$ cat src/rtl/keypad_pkg.sv
// rtl/keypad_pkg.sv - keypad legend, key function codes and default parameters
package keypad_pkg;

    localparam int DEFAULT_SCAN_DIV   = 50000;
    localparam int DEFAULT_DEB_FRAMES = 4;
    localparam int MAX_DIGITS         = 6;

    typedef enum logic [2:0] {
        NONE      = 3'd0,
        DIGIT     = 3'd1,
        BACKSPACE = 3'd2,
        CLEAR     = 3'd3,
        ENTER     = 3'd4
    } key_fn_e;

    typedef struct packed {
        key_fn_e    fn;
        logic [3:0] digit;
    } key_action_t;

    // Legend: row0 1 2 3 A / row1 4 5 6 B / row2 7 8 9 C / row3 * 0 # D
    function automatic key_action_t decode_key(input logic [3:0] code);
        key_action_t a;
        a.fn    = NONE;
        a.digit = 4'd0;
        case (code)
            4'd0:  begin a.fn = DIGIT; a.digit = 4'd1; end
            4'd1:  begin a.fn = DIGIT; a.digit = 4'd2; end
            4'd2:  begin a.fn = DIGIT; a.digit = 4'd3; end
            4'd3:  a.fn = BACKSPACE;
            4'd4:  begin a.fn = DIGIT; a.digit = 4'd4; end
            4'd5:  begin a.fn = DIGIT; a.digit = 4'd5; end
            4'd6:  begin a.fn = DIGIT; a.digit = 4'd6; end
            4'd8:  begin a.fn = DIGIT; a.digit = 4'd7; end
            4'd9:  begin a.fn = DIGIT; a.digit = 4'd8; end
            4'd10: begin a.fn = DIGIT; a.digit = 4'd9; end
            4'd12: a.fn = CLEAR;
            4'd13: begin a.fn = DIGIT; a.digit = 4'd0; end
            4'd14: a.fn = ENTER;
            default: a.fn = NONE;
        endcase
        return a;
    endfunction

endpackage

$ cat src/rtl/keypad_scan.sv
// rtl/keypad_scan.sv - row scanning, column synchronizer, frame debounce and key-press event detection
module keypad_scan import keypad_pkg::*; #(
    parameter int SCAN_DIV   = DEFAULT_SCAN_DIV,
    parameter int DEB_FRAMES = DEFAULT_DEB_FRAMES
) (
    input  logic       clk,
    input  logic       rst,
    output logic [3:0] key_row,
    input  logic [3:0] key_col,
    output logic       ev_valid,
    output logic [3:0] ev_code
);

    localparam int DIV_W = (SCAN_DIV > 1) ? $clog2(SCAN_DIV) : 1;
    localparam int CNT_W = $clog2(DEB_FRAMES + 1);

    logic [3:0]       col_s1;
    logic [3:0]       col_s2;
    logic [DIV_W-1:0] div_cnt;
    logic [1:0]       row_idx;
    logic [11:0]      frame_acc;
    logic [15:0]      last_frame;
    logic [CNT_W-1:0] stable_cnt;
    logic [15:0]      accepted;

    logic             row_end;
    logic             frame_end;
    logic [15:0]      new_frame;
    logic             same;
    logic [CNT_W-1:0] cnt_next;
    logic             accept;
    logic [4:0]       n_set;
    logic [3:0]       one_idx;
    logic             ev_fire;

    // Active-low one-hot row drive follows the current row index
    always_comb begin
        key_row = ~(4'b0001 << row_idx);
    end

    // Two-flop synchronizer; idle columns read high (pulled up)
    always_ff @(posedge clk) begin
        if (rst) begin
            col_s1 <= 4'hF;
            col_s2 <= 4'hF;
        end else begin
            col_s1 <= key_col;
            col_s2 <= col_s1;
        end
    end

    // Frame assembly, stability count and single-key press detection
    always_comb begin
        row_end   = (div_cnt == DIV_W'(SCAN_DIV - 1));
        frame_end = row_end && (row_idx == 2'd3);
        new_frame = {~col_s2, frame_acc};
        same      = (new_frame == last_frame);
        if (!same)
            cnt_next = CNT_W'(1);
        else if (stable_cnt == CNT_W'(DEB_FRAMES))
            cnt_next = stable_cnt;
        else
            cnt_next = stable_cnt + CNT_W'(1);
        // accept only on the frame that first reaches the threshold
        accept = frame_end && (cnt_next == CNT_W'(DEB_FRAMES))
                 && !(same && (stable_cnt == CNT_W'(DEB_FRAMES)));
        n_set   = 5'd0;
        one_idx = 4'd0;
        for (int i = 0; i < 16; i++) begin
            if (new_frame[i]) begin
                n_set   = n_set + 5'd1;
                one_idx = 4'(i);
            end
        end
        // only a clean 0-keys -> 1-key accepted transition is a press
        ev_fire = accept && (accepted == 16'd0) && (n_set == 5'd1);
    end

    // Scan timing, frame history and registered event output
    always_ff @(posedge clk) begin
        if (rst) begin
            div_cnt    <= '0;
            row_idx    <= 2'd0;
            frame_acc  <= 12'd0;
            last_frame <= 16'd0;
            stable_cnt <= '0;
            accepted   <= 16'd0;
            ev_valid   <= 1'b0;
            ev_code    <= 4'd0;
        end else begin
            ev_valid <= 1'b0;
            if (row_end) begin
                div_cnt <= '0;
                row_idx <= row_idx + 2'd1;
                case (row_idx)
                    2'd0:    frame_acc[3:0]  <= ~col_s2;
                    2'd1:    frame_acc[7:4]  <= ~col_s2;
                    2'd2:    frame_acc[11:8] <= ~col_s2;
                    default: ;
                endcase
            end else begin
                div_cnt <= div_cnt + DIV_W'(1);
            end
            if (frame_end) begin
                last_frame <= new_frame;
                stable_cnt <= cnt_next;
                if (accept) begin
                    accepted <= new_frame;
                    ev_valid <= ev_fire;
                    ev_code  <= one_idx;
                end
            end
        end
    end

endmodule

$ cat src/rtl/keypad_entry.sv
// rtl/keypad_entry.sv - keypad number entry top; KEYPAD_BCD_OUT_EN adds entry_bcd output
module keypad_entry import keypad_pkg::*; #(
    parameter int SCAN_DIV   = DEFAULT_SCAN_DIV,
    parameter int DEB_FRAMES = DEFAULT_DEB_FRAMES
) (
    input  logic        clk,
    input  logic        rst,
    output logic [3:0]  key_row,
    input  logic [3:0]  key_col,
    output logic [3:0]  key_code,
    output logic        key_pulse,
    output logic [19:0] entry,
    output logic [2:0]  digit_cnt,
    output logic        overflow,
    output logic [19:0] value,
    output logic        value_valid
`ifdef KEYPAD_BCD_OUT_EN
    ,
    output logic [23:0] entry_bcd
`endif
);

    logic        ev_valid;
    logic [3:0]  ev_code;
    key_action_t act;
    logic [19:0] entry_n;
    logic [2:0]  cnt_n;
    logic        ovf_n;
    logic [19:0] value_n;
    logic        vv_n;
`ifdef KEYPAD_BCD_OUT_EN
    logic [23:0] bcd_n;
`endif

    keypad_scan #(
        .SCAN_DIV   (SCAN_DIV),
        .DEB_FRAMES (DEB_FRAMES)
    ) u_scan (
        .clk      (clk),
        .rst      (rst),
        .key_row  (key_row),
        .key_col  (key_col),
        .ev_valid (ev_valid),
        .ev_code  (ev_code)
    );

    // Decode the key event and compute the next accumulator state
    always_comb begin
        act     = decode_key(ev_code);
        entry_n = entry;
        cnt_n   = digit_cnt;
        ovf_n   = overflow;
        value_n = value;
        vv_n    = 1'b0;
`ifdef KEYPAD_BCD_OUT_EN
        bcd_n   = entry_bcd;
`endif
        if (ev_valid) begin
            case (act.fn)
                DIGIT: begin
                    if (digit_cnt < 3'(MAX_DIGITS)) begin
                        // entry <= 99999 here, so entry*10+d stays within 20 bits
                        entry_n = (entry << 3) + (entry << 1) + {16'd0, act.digit};
                        cnt_n   = digit_cnt + 3'd1;
`ifdef KEYPAD_BCD_OUT_EN
                        bcd_n   = {entry_bcd[19:0], act.digit};
`endif
                    end else begin
                        ovf_n = 1'b1;
                    end
                end
                BACKSPACE: begin
                    if (digit_cnt != 3'd0) begin
                        entry_n = entry / 20'd10;
                        cnt_n   = digit_cnt - 3'd1;
`ifdef KEYPAD_BCD_OUT_EN
                        bcd_n   = {4'd0, entry_bcd[23:4]};
`endif
                    end
                end
                CLEAR: begin
                    entry_n = 20'd0;
                    cnt_n   = 3'd0;
                    ovf_n   = 1'b0;
`ifdef KEYPAD_BCD_OUT_EN
                    bcd_n   = 24'd0;
`endif
                end
                ENTER: begin
                    if (digit_cnt != 3'd0) begin
                        value_n = entry;
                        vv_n    = 1'b1;
                        entry_n = 20'd0;
                        cnt_n   = 3'd0;
                        ovf_n   = 1'b0;
`ifdef KEYPAD_BCD_OUT_EN
                        bcd_n   = 24'd0;
`endif
                    end
                end
                default: ;
            endcase
        end
    end

    // Register key strobe, code and accumulator state together
    always_ff @(posedge clk) begin
        if (rst) begin
            key_code    <= 4'd0;
            key_pulse   <= 1'b0;
            entry       <= 20'd0;
            digit_cnt   <= 3'd0;
            overflow    <= 1'b0;
            value       <= 20'd0;
            value_valid <= 1'b0;
`ifdef KEYPAD_BCD_OUT_EN
            entry_bcd   <= 24'd0;
`endif
        end else begin
            key_pulse   <= ev_valid;
            if (ev_valid)
                key_code <= ev_code;
            entry       <= entry_n;
            digit_cnt   <= cnt_n;
            overflow    <= ovf_n;
            value       <= value_n;
            value_valid <= vv_n;
`ifdef KEYPAD_BCD_OUT_EN
            entry_bcd   <= bcd_n;
`endif
        end
    end

endmodule

$ cat config.mk
export PLATFORM = sky130hd
export DESIGN_NAME = keypad_entry
export DESIGN_NICKNAME = d
export VERILOG_FILES = /design/src/rtl/keypad_pkg.sv /design/src/rtl/keypad_scan.sv /design/src/rtl/keypad_entry.sv
export SDC_FILE = /design/constraint.sdc
export NUM_CORES = 1
export LEC_CHECK = 0
export ABC_AREA = 1
export BUFFER_PORTS_ARGS = -buffer_cell sky130_fd_sc_hd__buf_4
export CAP_MARGIN = 0
export CORE_MARGIN = 2
export CORE_UTILIZATION = 50
export DETAILED_ROUTE_END_ITERATION = 16
export PLACE_DENSITY = 0.73
export REMOVE_ABC_BUFFERS = 1
export SLEW_MARGIN = 5
export SYNTH_ARGS = -nofsm -noshare
export SYNTH_HDL_FRONTEND = slang
export SYNTH_HIERARCHICAL = 1
export SYNTH_SLANG_ARGS = --single-unit
$ cat constraint.sdc
create_clock -name clk -period 9.9 [get_ports clk]
set_input_delay 1.98 -clock clk [delete_from_list [all_inputs] [get_ports clk]]
set_output_delay 1.98 -clock clk [all_outputs]
set_load 0.01 [all_outputs]
## After elaboration in Yosys (flattened, before gate mapping)

Cells that the tools add are included.

| storage, ports and cells | value |
|---|---|
| flip-flop bits (word level) | 128 |
| bits in latches | 0 |
| RAM bits | 0 |
| ROM bits | 0 |
| input bits | 6 |
| output and inout port bits | 54 |
| word-level logic and storage cells | 149 |
| memories kept | 0 |

| operators by class | value |
|---|---|
| add/sub/neg operators | 22 |
| $mul | 0 |
| divide/modulo/power cells | 1 |
| order comparisons | 1 |
| equality and inequality tests | 28 |
| shift operators | 1 |
| muxes and demuxes | 47 |
| bitwise operators | 6 |
| reductions and logical operators | 24 |

Operator list:

| cell | number |
|---|---|
| $pmux W20 S4 | 1 |
| $mux W5 | 15 |
| $add A5 B1 Y5 const B | 14 |
| $mux W20 | 3 |
| $pmux W4 S9 | 1 |
| $mux W4 | 8 |
| $mux W3 | 9 |
| $eq A4 B4 Y1 const B | 6 |
| $pmux W3 S4 | 2 |
| $add A20 B20 Y20 | 1 |
| $add A20 B4 Y20 | 1 |
| $div A20 B4 Y20 const B | 1 |
| $add A16 B1 Y16 const B | 1 |
| $eq A16 B16 Y1 | 1 |
| $eq A16 B16 Y1 const B | 1 |
| $logic_not A16 Y1 | 1 |
| $eq A4 B3 Y1 const B | 3 |
| $reduce_or A10 Y1 | 1 |
| $eq A3 B3 Y1 const B | 3 |
| $eq A4 B2 Y1 const B | 2 |
| $ne A2 B2 Y1 const B | 4 |
| $not A4 Y4 | 2 |
| $reduce_and A2 Y1 | 4 |
| $add A3 B1 Y3 const B | 2 |
| 26 further kinds | 43 |

## Depth between registers and ports, before layout

| depth | value |
|---|---|
| depth after elaboration | 33 |
| depth in mapped cells | 79 |
| gate-level depth less buffers | 79 |

## Hierarchy

The synthesis kept the hierarchy.

By module, submodules not included:

| module | instances | cells each | area an instance (um^2) | seq. area each (um^2) |
|---|---|---|---|---|
| keypad_scan | 1 | 743 | 5,092.4 | 1,561.5 |
| keypad_entry | 1 | 669 | 4,424.2 | 1,001.0 |

## Least setup slack after synthesis

No wires, ideal clock.

| timing | value |
|---|---|
| path type | reg-to-reg |
| start | reg u_scan.frame_acc[0] |
| end | reg u_scan.ev_valid |
| library setup time | 0.111 ns |
| arrival time | 6.985 ns |
| data required time | 9.789 ns |
| path slack | 2.804 ns |
| cell stages (with the launch flop) | 53 |
| buffers on the path | 0 |
| period minus slack after synthesis | 7.096 ns |
| path through | dfxtp_1 inv_1 ha_1 inv_2 nand2_4 nand2_1 inv_1 ha_1 nand2_1 nand2_1 ha_1 or2_1 nand2_2 inv_1 ha_1 nand2_1 nand2_4 ha_1 [17 not listed] ha_1 or2_2 nand2_1 inv_1 ha_1 nand2_1 nand2_1 ha_1 nor2_1 a31oi_1 ha_1 inv_1 nor2_1 nand2_1 nand2_1 nor2_2 nand3_1 nor2_1 |

| between the ends | value |
|---|---|
| cells in the longest elaborated chain, start to end | 33 |
| elaborated cells between the ends (all ways) | 43 |
| classes of those cells | add/sub: 15; eq/ne: 3; mux: 17; bitwise: 1; reduce/logical: 7 |

Ends and longest elaborated chain:

| element | RTL line | source |
|---|---|---|
| from (decl) | keypad_scan.sv:21 | `logic [11:0] frame_acc;` |
| from (signal assigned) | keypad_scan.sv:96 | `2'd0: frame_acc[3:0] <= ~col_s2;` |
| $mux W1 | keypad_scan.sv:70 | `if (new_frame[i]) begin` |
| $add A1 B1 Y2 | keypad_scan.sv:71 | `n_set = n_set + 5'd1;` |
| $mux W5 | keypad_scan.sv:70 |  |
| $add A5 B1 Y5 | keypad_scan.sv:71 |  |
| $mux W5 | keypad_scan.sv:70 |  |
| $add A5 B1 Y5 | keypad_scan.sv:71 |  |
| $mux W5 | keypad_scan.sv:70 |  |
| $add A5 B1 Y5 | keypad_scan.sv:71 |  |
| [17 not listed] | n/a |  |
| $add A5 B1 Y5 | keypad_scan.sv:71 |  |
| $mux W5 | keypad_scan.sv:70 |  |
| $add A5 B1 Y5 | keypad_scan.sv:71 |  |
| $mux W5 | keypad_scan.sv:70 |  |
| $add A5 B1 Y5 | keypad_scan.sv:71 |  |
| $mux W5 | keypad_scan.sv:70 |  |
| $eq A5 B1 Y1 | keypad_scan.sv:76 | `ev_fire = accept && (accepted == 16'd0) && (n_set == 5'd1);` |
| $logic_and A1 B1 Y1 | keypad_scan.sv:76 |  |
| to (signal assigned) | keypad_scan.sv:109 | `ev_valid <= ev_fire;` |
| to (decl) | keypad_scan.sv:10 | `output logic ev_valid,` |

Several ways; a longest one is shown, not always the timed one.
A chain may end at the register's enable or synchronous reset.

## Worst setup path after layout

Same ends and word-level chain as after synthesis.

==> results_dict.tcl <==
set metrics [dict create \
    ys_types 55 \
    track_usage_pct 21.81 \
    slew_headroom_pct 14.70 \
    drtPass1Iterations 4 \
    die_h_um 142.0 \
    synth_top_family_by_area "simple AND/OR/NAND/NOR gates" \
    power_density_nw_per_um2 107.0 \
    layout_commonest_cell "nand2_1" \
    leakagePower_nw 5.503 \
    synth_seq_cells 128 \
    avgSynthCellArea_um2 6.740 \
    routabilityCongestion 0.8464 \
    fin_crit_sh_pct 76.65 \
    rr_endpoint "u_scan/ev_valid" \
    maxSlewViolCount 0 \
    worstHoldEndpoint "u_scan/col_s2[1]" \
    rsz0062_at_grt "false" \
    cpMostUsedCell "nand2_1" \
    crit_fanout 4 \
    synth_xor_area_share_pct 2.393 \
    report.final.setup_viol 0 \
    worst_path_max_delay_cell "dfxtp_1" \
    status "finished clean" \
    synth-adder-area-share_pct 7.994 \
    die_w_um 142.0 \
    core_um2 18710 \
    final_area_um2 10720 \
    drt_iter0_drc 398 \
    mostFrequentLayoutCells "nand2_1 (237), inv_1 (187), dfxtp_1 (128)" \
    n_fill_cell 1771 \
    diodes 0 \
    setup_tns_ps 0 \
    clockBufferDepth 2 \
    final_util_pct 57.31 \
    fin_ws_ps 2312 \
    grt_pass1_wl_um 36600 \
    worstPathArrival_ps 7900 \
    crit_required_ps 10210 \
    drc 0 \
    worstHoldStart "u_scan/col_s1[1]" \
    rows 50 \
    fin_worst_skew_ps 13.18 \
    start_util_pct 50.88 \
    dp_slack_ps 2327 \
    cts.sinks 128 \
    max_freq_mhz 131.8 \
    syn_inst 1412 \
    syn_area_um2 9517 \
    path_clk_slew_ps 60 \
    cp-end-kind "flop" \
    drive_gt1_share_pct 21.05 \
    dpl_cell_area_um2 10150 \
    fin_nets 1525 \
    wl_um 21250 \
    ff2ff_setup_slack_ps 2310 \
    vias 8921 \
    clkLatencyLatePin_ps 430 \
    grt_max_degree 48 \
    postCtsSetupBuffers 0 \
    hold_viol 0 \
    synthArstFlopShare_pct 0 \
    fp.dieArea_um2 20150 \
    startpoint "u_scan/frame_acc[0]" \
    gr-total-overflow 0 \
    synth_compound_area_share_pct 16.32 \
    synth_ff_type "dfxtp_1" \
    h-tree-depth 4 \
    holdPathStages 1 \
    io-pin-count 60 \
    synth_edf_count 0 \
    critical_path.startpoint_type "flop" \
    yosys_warnings 6 \
    cts_tree "done" \
    root_buffer "clkbuf_16" \
    synth_mux_area_share_pct 0 \
    max_cap_viol_count 0 \
    worstRegToRegCells 52 \
    yosys.area_share.simple_pct 35.93 \
    numCtsBuffers 17 \
    viasPerCell 5.226 \
    hpwl_um 16170 \
    worstMarginPinSlew_ps 1268 \
    ctsHoldBuffers 0 \
    max_stage_delay_ps 360 \
    path_class "flop to flop" \
    vdd_drop_max_mv 0.1221 \
    synth-seq-area-share_pct 26.93 \
    rr_startpoint "u_scan/frame_acc[0]" \
    ant_nets 0 \
    port_buffers 59 \
    area_growth_pct 12.65 \
    hp-class "flop to flop" \
    first_global_vias 8097 \
    wl_per_cell_um 12.45 \
    cts_resized 0 \
    antenna_found_initial 0 \
    fin_crit_ps 7588 \
]
cell usage after synthesis, types with 2 or more instances:
cell      number  area (um2)
a211oi_1       2       15.01
a21boi_1       3       22.52
a21oi_1      118       590.6
a221oi_1       8       70.07
a31oi_1       11       68.82
and2_1         2       12.51
buf_2          2       10.01
clkbuf_1      30       112.6
clkinv_1       4       15.01
dfxtp_1      128        2562
fa_1           3       60.06
ha_1          56       700.7
inv_1        187       701.9
inv_2         30       112.6
nand2_1      237       889.6
nand2_2       97       606.8
nand2_4       19       214.0
nand3_1      101       505.5
nand3_2       33       330.3
nand3b_1       5       37.54
nand3b_2       4       45.04
nand4_1       11       68.82
nor2_1       100       375.4
nor2_2         6       37.54
nor3_1        21       105.1
nor3b_1        2       15.01
nor4_1        10       62.56
o211ai_1       2       15.01
o21a_1         2       15.01
o21ai_0      112       560.5
o21ai_1        2       10.01
o21ai_2        3       26.28
o21bai_1       2       15.01
o21bai_2       3       33.78
o31ai_1        2       15.01
or2_2         10       62.56
or4_1          2       15.01
xnor2_1       13       113.9
xor2_1        13       113.9
worst max-delay path by stage:
| stage | end | slack [ps] | cells after the start |
|---|---|---|---|
| 4_1_cts | u_scan/ev_valid | 2290 | 52 |
| 2_1_floorplan | u_scan/ev_valid | 2800 | 52 |
| 3_3_place_gp | u_scan/ev_valid | 2540 | 52 |
| 3_5_place_dp | u_scan/ev_valid | 2330 | 52 |
| 6_report | u_scan/ev_valid | 2310 | 52 |
| 5_1_grt | u_scan/ev_valid | 1600 | 51 |
state kept, by name, summed over array words and instances, names as in the netlist, 12 cells and up:
signal and flops:
entry 20, u_scan/accepted 16, u_scan/div_cnt 16, u_scan/frame_acc 12, u_scan/last_frame 16, value 20
layer usage:
layer | routed length, um | part of all wire [%] | vias to the layer above | track usage (%)
met2 | 9901 | 47 | 170 | 36.54
met1 | 10210 | 48 | 3999 | 29.06
met4 | 312 | 1.5 | 0 | 6.316
li1 | - | - | 4727 | -
met5 | 0 | 0 | - | 0
met3 | 824 | 3.9 | 25 | 3.567
power by group:
part           leakage, nW  total (mW)  internal (mW)  switching, mW
Sequential            1.03       0.520          0.518        0.00243
Combinational         4.20      0.0261        0.00862         0.0175
Clock                0.269       0.601          0.355          0.246
stage by stage:
step / instances / total power, mW / hold slack (ps)
after floorplan: 1377 / 0.5472 / 389.5
final: 1707 / 1.147 / 407.0
after CTS: 1707 / 1.157 / 409.6
after detailed placement: 1675 / 0.5573 / 395.8
after global routing: 1707 / 1.187 / 422.8
after global placement: 1675 / 0.5569 / 391.1
cell families (layout without fill, tap and decap cells):
logic type,Yosys count,in the layout
simple gates,664,664
compound gates,278,278
buf+inv,257,318
flops,128,128
fa+ha+maj,59,59
xor+xnor,26,26
worst max-delay path: cells and delay by family (launching register included):
kind,cells,cell delay [ps]
fa+ha+maj,14,3760
simple gates,31,2770
buf+inv,6,370
flops,1,360
compound gates,1,190
area by class of cell:
class	instances	area [um2]	area share (%)
clock inverter	14	135.1	1.261
clock buffer	18	439.2	4.097
timing repair buffer	64	480.5	4.482
multi-input combinational	1027	5972	55.71
sequential	128	2562	23.90
tap	234	292.8	2.731
inverter	222	838.3	7.820
Power figures use the tool's default switching activity.
